File: src/rtl/barcode_rx.sv
// Barcode serial receiver. It measures the start-bit low time T and then samples
// each data bit T clocks after that bit's falling edge, MSB first.
module barcode_rx #(
  parameter int          ID_W     = 8,
  parameter int          TMR_W    = 22,
  parameter int          PREFIX_W = 2,
  parameter int unsigned PREFIX   = 0,
  parameter int          TO_MULT  = 4
) (
  input  logic            clk,
  input  logic            rst_n,
  input  logic            BC,
  input  logic            clr_ID_vld,
  output logic [ID_W-1:0] ID,
  output logic            ID_vld,
  output logic            frame_err,
  output logic            busy
);

  localparam int CNT_W = TMR_W + 3;
  localparam int BIT_W = $clog2(ID_W + 1);

  typedef enum logic [2:0] {IDLE, START, WAIT_FALL, SAMPLE, CHECK} state_t;

  state_t             state_q, state_d;
  logic               bcMeta_q, bcS_q, bcD_q;
  logic               fall;
  logic [TMR_W-1:0]   per_q, per_d;
  logic [TMR_W-1:0]   tPer_q, tPer_d;
  logic [CNT_W-1:0]   cnt_q, cnt_d;
  logic [CNT_W-1:0]   toLimit;
  logic [BIT_W-1:0]   bitCnt_q, bitCnt_d;
  logic [ID_W-1:0]    shreg_q, shreg_d;
  logic [ID_W-1:0]    id_q, id_d;
  logic               vld_q, vld_d;
  logic               prefixOk, cntAtT, setVld;

  // Synchroniser and edge flops idle high so that leaving reset never looks like a falling edge.
  always_ff @(posedge clk or negedge rst_n) begin
    if (!rst_n) begin
      bcMeta_q <= 1'b1;
      bcS_q    <= 1'b1;
      bcD_q    <= 1'b1;
    end else begin
      bcMeta_q <= BC;
      bcS_q    <= bcMeta_q;
      bcD_q    <= bcS_q;
    end
  end

  assign fall    = bcD_q & ~bcS_q;
  assign toLimit = CNT_W'(TO_MULT) * CNT_W'(tPer_q);
  assign cntAtT  = (cnt_q == CNT_W'(tPer_q));

  generate
    if (PREFIX_W == 0) begin : gNoPrefix
      assign prefixOk = 1'b1;
    end else begin : gPrefix
      assign prefixOk = (shreg_q[ID_W-1 -: PREFIX_W] == PREFIX_W'(PREFIX));
    end
  endgenerate

  always_ff @(posedge clk or negedge rst_n) begin
    if (!rst_n) begin
      state_q  <= IDLE;
      per_q    <= '0;
      tPer_q   <= '0;
      cnt_q    <= '0;
      bitCnt_q <= '0;
      shreg_q  <= '0;
      id_q     <= '0;
      vld_q    <= 1'b0;
    end else begin
      state_q  <= state_d;
      per_q    <= per_d;
      tPer_q   <= tPer_d;
      cnt_q    <= cnt_d;
      bitCnt_q <= bitCnt_d;
      shreg_q  <= shreg_d;
      id_q     <= id_d;
      vld_q    <= vld_d;
    end
  end

  always_comb begin
    state_d   = state_q;
    per_d     = per_q;
    tPer_d    = tPer_q;
    cnt_d     = cnt_q;
    bitCnt_d  = bitCnt_q;
    shreg_d   = shreg_q;
    frame_err = 1'b0;
    setVld    = 1'b0;
    case (state_q)
      IDLE: begin
        if (fall) begin
          state_d  = START;
          per_d    = TMR_W'(1);
          bitCnt_d = '0;
          shreg_d  = '0;
        end
      end
      START: begin
        if (bcS_q) begin
          tPer_d  = per_q;
          cnt_d   = '0;
          state_d = WAIT_FALL;
        end else if (per_q == '1) begin
          frame_err = 1'b1;
          state_d   = IDLE;
        end else begin
          per_d = per_q + TMR_W'(1);
        end
      end
      WAIT_FALL: begin
        cnt_d = cnt_q + CNT_W'(1);
        if (fall) begin
          cnt_d   = CNT_W'(1);
          state_d = SAMPLE;
        end else if (cnt_q == toLimit) begin
          frame_err = 1'b1;
          state_d   = IDLE;
        end
      end
      SAMPLE: begin
        // Falls inside the sampling window are deliberately ignored; only the count matters here.
        if (cntAtT) begin
          shreg_d  = {shreg_q[ID_W-2:0], bcS_q};
          bitCnt_d = bitCnt_q + BIT_W'(1);
          if (bitCnt_q == BIT_W'(ID_W - 1)) begin
            state_d = CHECK;
          end else begin
            cnt_d   = '0;
            state_d = WAIT_FALL;
          end
        end else begin
          cnt_d = cnt_q + CNT_W'(1);
        end
      end
      CHECK: begin
        state_d = IDLE;
        if (prefixOk) setVld = 1'b1;
        else          frame_err = 1'b1;
      end
      default: state_d = IDLE;
    endcase
  end

  // A good frame and an acknowledge in the same cycle leave the flag set.
  assign vld_d = setVld | (vld_q & ~clr_ID_vld);
  assign id_d  = setVld ? shreg_q : id_q;

  assign ID     = id_q;
  assign ID_vld = vld_q;
  assign busy   = (state_q != IDLE);

endmodule

File: config.mk
export PLATFORM = sky130hd
export DESIGN_NAME = barcode_rx
export DESIGN_NICKNAME = d
export VERILOG_FILES = /design/src/rtl/barcode_rx.sv
export SDC_FILE = /design/constraint.sdc
export NUM_CORES = 1
export LEC_CHECK = 0
export ABC_AREA = 1
export CAP_MARGIN = 20
export CORE_AREA = 2 2 104 106
export DETAILED_ROUTE_END_ITERATION = 10
export DIE_AREA = 0 0 106 108
export HOLD_SLACK_MARGIN = 0.12
export PLACE_DENSITY = 0.76
export SLEW_MARGIN = 10
export SYNTH_ARGS = -nofsm -noshare
export SYNTH_HDL_FRONTEND = slang
export SYNTH_SLANG_ARGS = --single-unit
File: constraint.sdc
create_clock -name clk -period 3.4 [get_ports clk]
set_input_delay 0.68 -clock clk [delete_from_list [all_inputs] [get_ports clk]]
set_output_delay 0.68 -clock clk [all_outputs]
set_load 0.05 [all_outputs]
# --- Yosys cells after proc, flatten, opt, wreduce, memory -nomap -nowiden ---
# Cells that the tools add are included.
totals:
  inputBits: 4
  regBits: 96
classes:
  reduce_logical: 11
  mux: 31
  bitwise_logic: 5
  addsub: 3
  n_eq_ne: 16
ops:
  columns: ["op", "count"]
  rows:
  - ["25-bit 2-to-1 mux", 4]
  - ["25-bit case mux with 3 select lines", 1]
  - ["22-bit 2-to-1 mux", 3]
  - ["22-bit case mux with 2 select lines", 1]
  - ["25-bit by 1-bit adder with 25-bit output (second input constant)", 1]
  - ["25-bit by 22-bit equality test with 1-bit output", 1]
  - ["25-bit by 24-bit equality test with 1-bit output", 1]
  - ["22-bit by 1-bit adder with 22-bit output (second input constant)", 1]
  - ["22-bit equality test (second input constant)", 1]
  - ["3-bit 2-to-1 mux", 7]
  - ["8-bit 2-to-1 mux", 2]
  - ["8-bit case mux with 2 select lines", 1]
  - ["3-bit case mux with 4 select lines", 1]
  - ["2-bit inequality test (second input constant)", 5]
  - ["3-bit inequality test (second input constant)", 3]
  - ["4-bit 2-to-1 mux", 2]
  - ["4-bit case mux with 2 select lines", 1]
  - ["4-bit AND reduction", 2]
  - ["1-bit 2-to-1 mux", 7]
  - ["3-bit by 2-bit equality test with 1-bit output (second input constant)", 2]
  - ["3-bit AND reduction", 2]
  - ["3-bit nonzero test", 2]
  - ["4-bit by 1-bit adder with 4-bit output (second input constant)", 1]
  - ["4-bit by 3-bit equality test with 1-bit output (second input constant)", 1]
  - ["other kinds (10)", 13]

# --- Depth between registers and ports, before layout ---
depth:
  word_depth: 4
  ltp_mapped: 13
  mapped_depth_nobuf: 13

# --- Worst setup path before layout ---
# No wires, ideal clock.
synth_path:
  path_type: "register to output"
  startpoint: "register cnt_q[0]"
  endpoint: "output port frame_err"
  arrival_time_ns: 1.948
  stages_incl_launch_ff: 11
  t_required_ns: 2.720
  slack_ns: 0.772
  cell_sequence: "dfrtp_1 inv_1 ha_1 inv_1 nor2_1 nand2_1 nor2_1 nand2_1 nor2_1 nand3_1 o221ai_1"
synth_between:
  elab_chain_cells: 4
synth_lines:
  columns: ["element", "line", "source"]
  rows:
  - ["start: declaration", "30", "logic [CNT_W-1:0] cnt_q, cnt_d;"]
  - ["start signal: assignment", "77", "cnt_q <= cnt_d;"]
  - ["25-bit by 24-bit equality test with 1-bit output", "120", "end else if (cnt_q == toLimit) begin"]
  - ["1-bit 2-to-1 mux", "120", null]
  - ["1-bit 2-to-1 mux", "117", "if (fall) begin"]
  - ["1-bit case mux with 3 select lines", "94", "case (state_q)"]
  - ["end: declaration", "16", "output logic frame_err,"]
# Every way passes these cells.

# --- Worst setup path after layout ---
# Ends and elaborated chain as after synthesis.

==> metrics <==
# resized after CTS=0; chip width=106 um; status=completed; clock-pin slew on the worst setup and hold paths=90 ps; gr ovfl total=0; RSZ-0062 raised after global routing=no; DRT Wirelength=15.77 mm; Tmin final=2948 ps; First-pass DRT Iterations=5; Root Buffer=clkbuf_8; CP startpoint kind=register; Synth cell types=34; initial antenna violation count=0; Clk Latency, worst-skew pair=380 ps; maximum clock frequency=339.2 MHz; CP arrival=2270 ps; Starting Density=59.01%; FP Rows=37; TritonCTS buffer count=9; EDFF count, synth=0; Die Area=11,450 sq um; max_cap viols=0; P&R area growth vs syn=6.549%; commonest non-fill, non-tap cell in the layout=nand2_1; total track usage=29.52%; number of global-route vias before repair=5,474; setup slack at placement=876.8 ps; # nets final=907; H-tree depth=3; chip height=108 um; Routed Antenna Nets=0; routed vias=5,762; largest net degree at the start of global routing=53; Req. time, crit path=2720 ps; post-synthesis cell count=899; Yosys warning count=0; syn nets=907; Worst VDD drop=474.5 uV; Ports=15; ys async rst share=100.0%; cts-stage hold buffer count=0; worst setup margin=452.1 ps; WS Path Type=reg2out; Post-CTS Setup Bufs=0; Vias/cell=5.540; layout cells sized above 1=5.088%; Worst Path Max Fanout=7; input/output buffers=14; Worst Max-Slew Pin Slew=656.0 ps; final non-filler cell total=1,040; final hold vios=0; core box area=10,230 sq um; Mapped Area=6037 sq um; clock net sink count=96; sequential-to-total area share from yosys stat=39.85%; hold slack=319.3 ps; CP endpoint kind=output port; Pleak=3.224 nW; Max clock buf depth=2; placer congestion estimate=1.012; Main synth FF type=dfrtp_1; syn_area_per_cell=6.715 sq um; DR WL/cell=15.16 um; hpwl dp=11.94 mm; antenna cells=0; Clock Skew=9.595 ps; first-pass GRT wire length=26.28 mm; DRC viols=0; final setup TNS=0 ps; most frequent cells in the layout=325 x nand2_1, 112 x inv_1, 100 x nand3_1; HP Class=in2async; placed cell count=1,024; CTS tree=yes; pwr/cell area=515.9 nW/um^2; Iter 0 DRT Violations=510; final setup vio count=0; flops & latches, synth=96; Rel. slew slack=56.27%; Slew Viols, Final=0; final worst path period share=86.70%
## per-stage QoR
step                      utilization, %  area [sq um]  total power (W)
after floorplan                        -          6037         0.002277
final                              62.87          6432         0.003318
after CTS                          62.87          6432         0.003326
after global placement             60.94          6235         0.002526
after global routing               62.87          6432         0.003525
after detailed placement           60.94          6235         0.002563
## metal layers
| metal | vias to the layer above | track usage, % | part of all wire, % |
|---|---|---|---|
| met5 | - | 0 | 0 |
| met4 | 0 | 14.85 | 4.5 |
| met3 | 53 | 6.329 | 6.1 |
| met2 | 223 | 48.66 | 47 |
| met1 | 2677 | 37.01 | 43 |
| li1 | 2809 | - | - |
## path summary, 6_finish.rpt
| kind | cells past startpoint | start | slack [ps] | endpoint |
|---|---|---|---|---|
| worst min register to register | 0 | bcMeta_q | 360 | bcS_q |
| worst max-delay path | 11 | cnt_q[0] | 450 | frame_err |
| min in group clk | 0 | bcMeta_q | 360 | bcS_q |
| max in group asynchronous | 2 | rst_n | 2310 | cnt_q[17] |
| worst min-delay path | 1 | rst_n | 320 | cnt_q[11] |
| worst max register to register | 9 | state_q[2] | 840 | per_q[17] |
## worst max-delay path: stages, from the launching register on
cell and delay [ps]:
dfrtp_1 460, inv_1 170, ha_1 170, inv_1 40, nor2_1 70, nand2_1 50, nor2_1 80, nand2_1 60
nor2_1 100, nand3_1 140, o221ai_1 350, buf_12 190
## synth_stat cells, types with 2 or more instances
library cell    n  share of area (%)
xnor2_1         4               0.58
nor2_2          3               0.31
o21ai_0        40                3.3
nor3_1         24                2.0
nand2_1       325                 20
buf_2          10               0.83
clkbuf_2        2               0.17
buf_6           3               0.56
nand4_1        16                1.7
o31ai_1         2               0.25
o2111ai_1       2               0.29
inv_1         112                7.0
dfrtp_1        93                 39
a21oi_1         9               0.75
mux2_2          6                1.1
nor2_4          2               0.37
buf_1           2               0.12
inv_2           5               0.31
dfstp_2         3                1.3
nor2_1         87                5.4
buf_4           3               0.37
nand3_1       100                8.3
nand2_4         2               0.37
ha_1            4               0.83
clkbuf_1       11               0.68
xor2_1         21                3.0
## area by class of cell
cell class	instances	area, sq um
clock inverter	5	66.31
tap	136	170.2
inverter	117	439.2
timing repair buffer	20	192.7
sequential	96	2406
clock buffer	11	131.4
fill	974	3799
multi-input combinational	655	3027
## kinds of logic after synthesis
family / Yosys count / share of synthesized area [%]
mux: 6 / 1.119
simple gates: 563 / 39.30
flops: 96 / 39.85
buf+inv: 148 / 10.01
fa+ha+maj: 4 / 0.8290
compound gates: 57 / 5.264
xor+xnor: 25 / 3.627
## registers in the layout, indices dropped and copies added (netlist names)
| register | cells |
|---|---|
| bcS_q | 1 |
| per_q | 22 |
| ID_vld | 1 |
| bcD_q | 1 |
| shreg_q | 8 |
| bitCnt_q | 4 |
| ID | 8 |
| tPer_q | 22 |
| bcMeta_q | 1 |
| state_q | 3 |
| cnt_q | 25 |
## report_power, final
group | internal (W) | total [W] | switching (W)
clock | 0.000348 | 0.000760 | 0.000412
combinational | 0.000313 | 0.00123 | 0.000912
sequential | 0.00123 | 0.00133 | 0.000108
total | 0.00189 | 0.00332 | 0.00143
No activity file was read; power rests on OpenSTA's default activity.
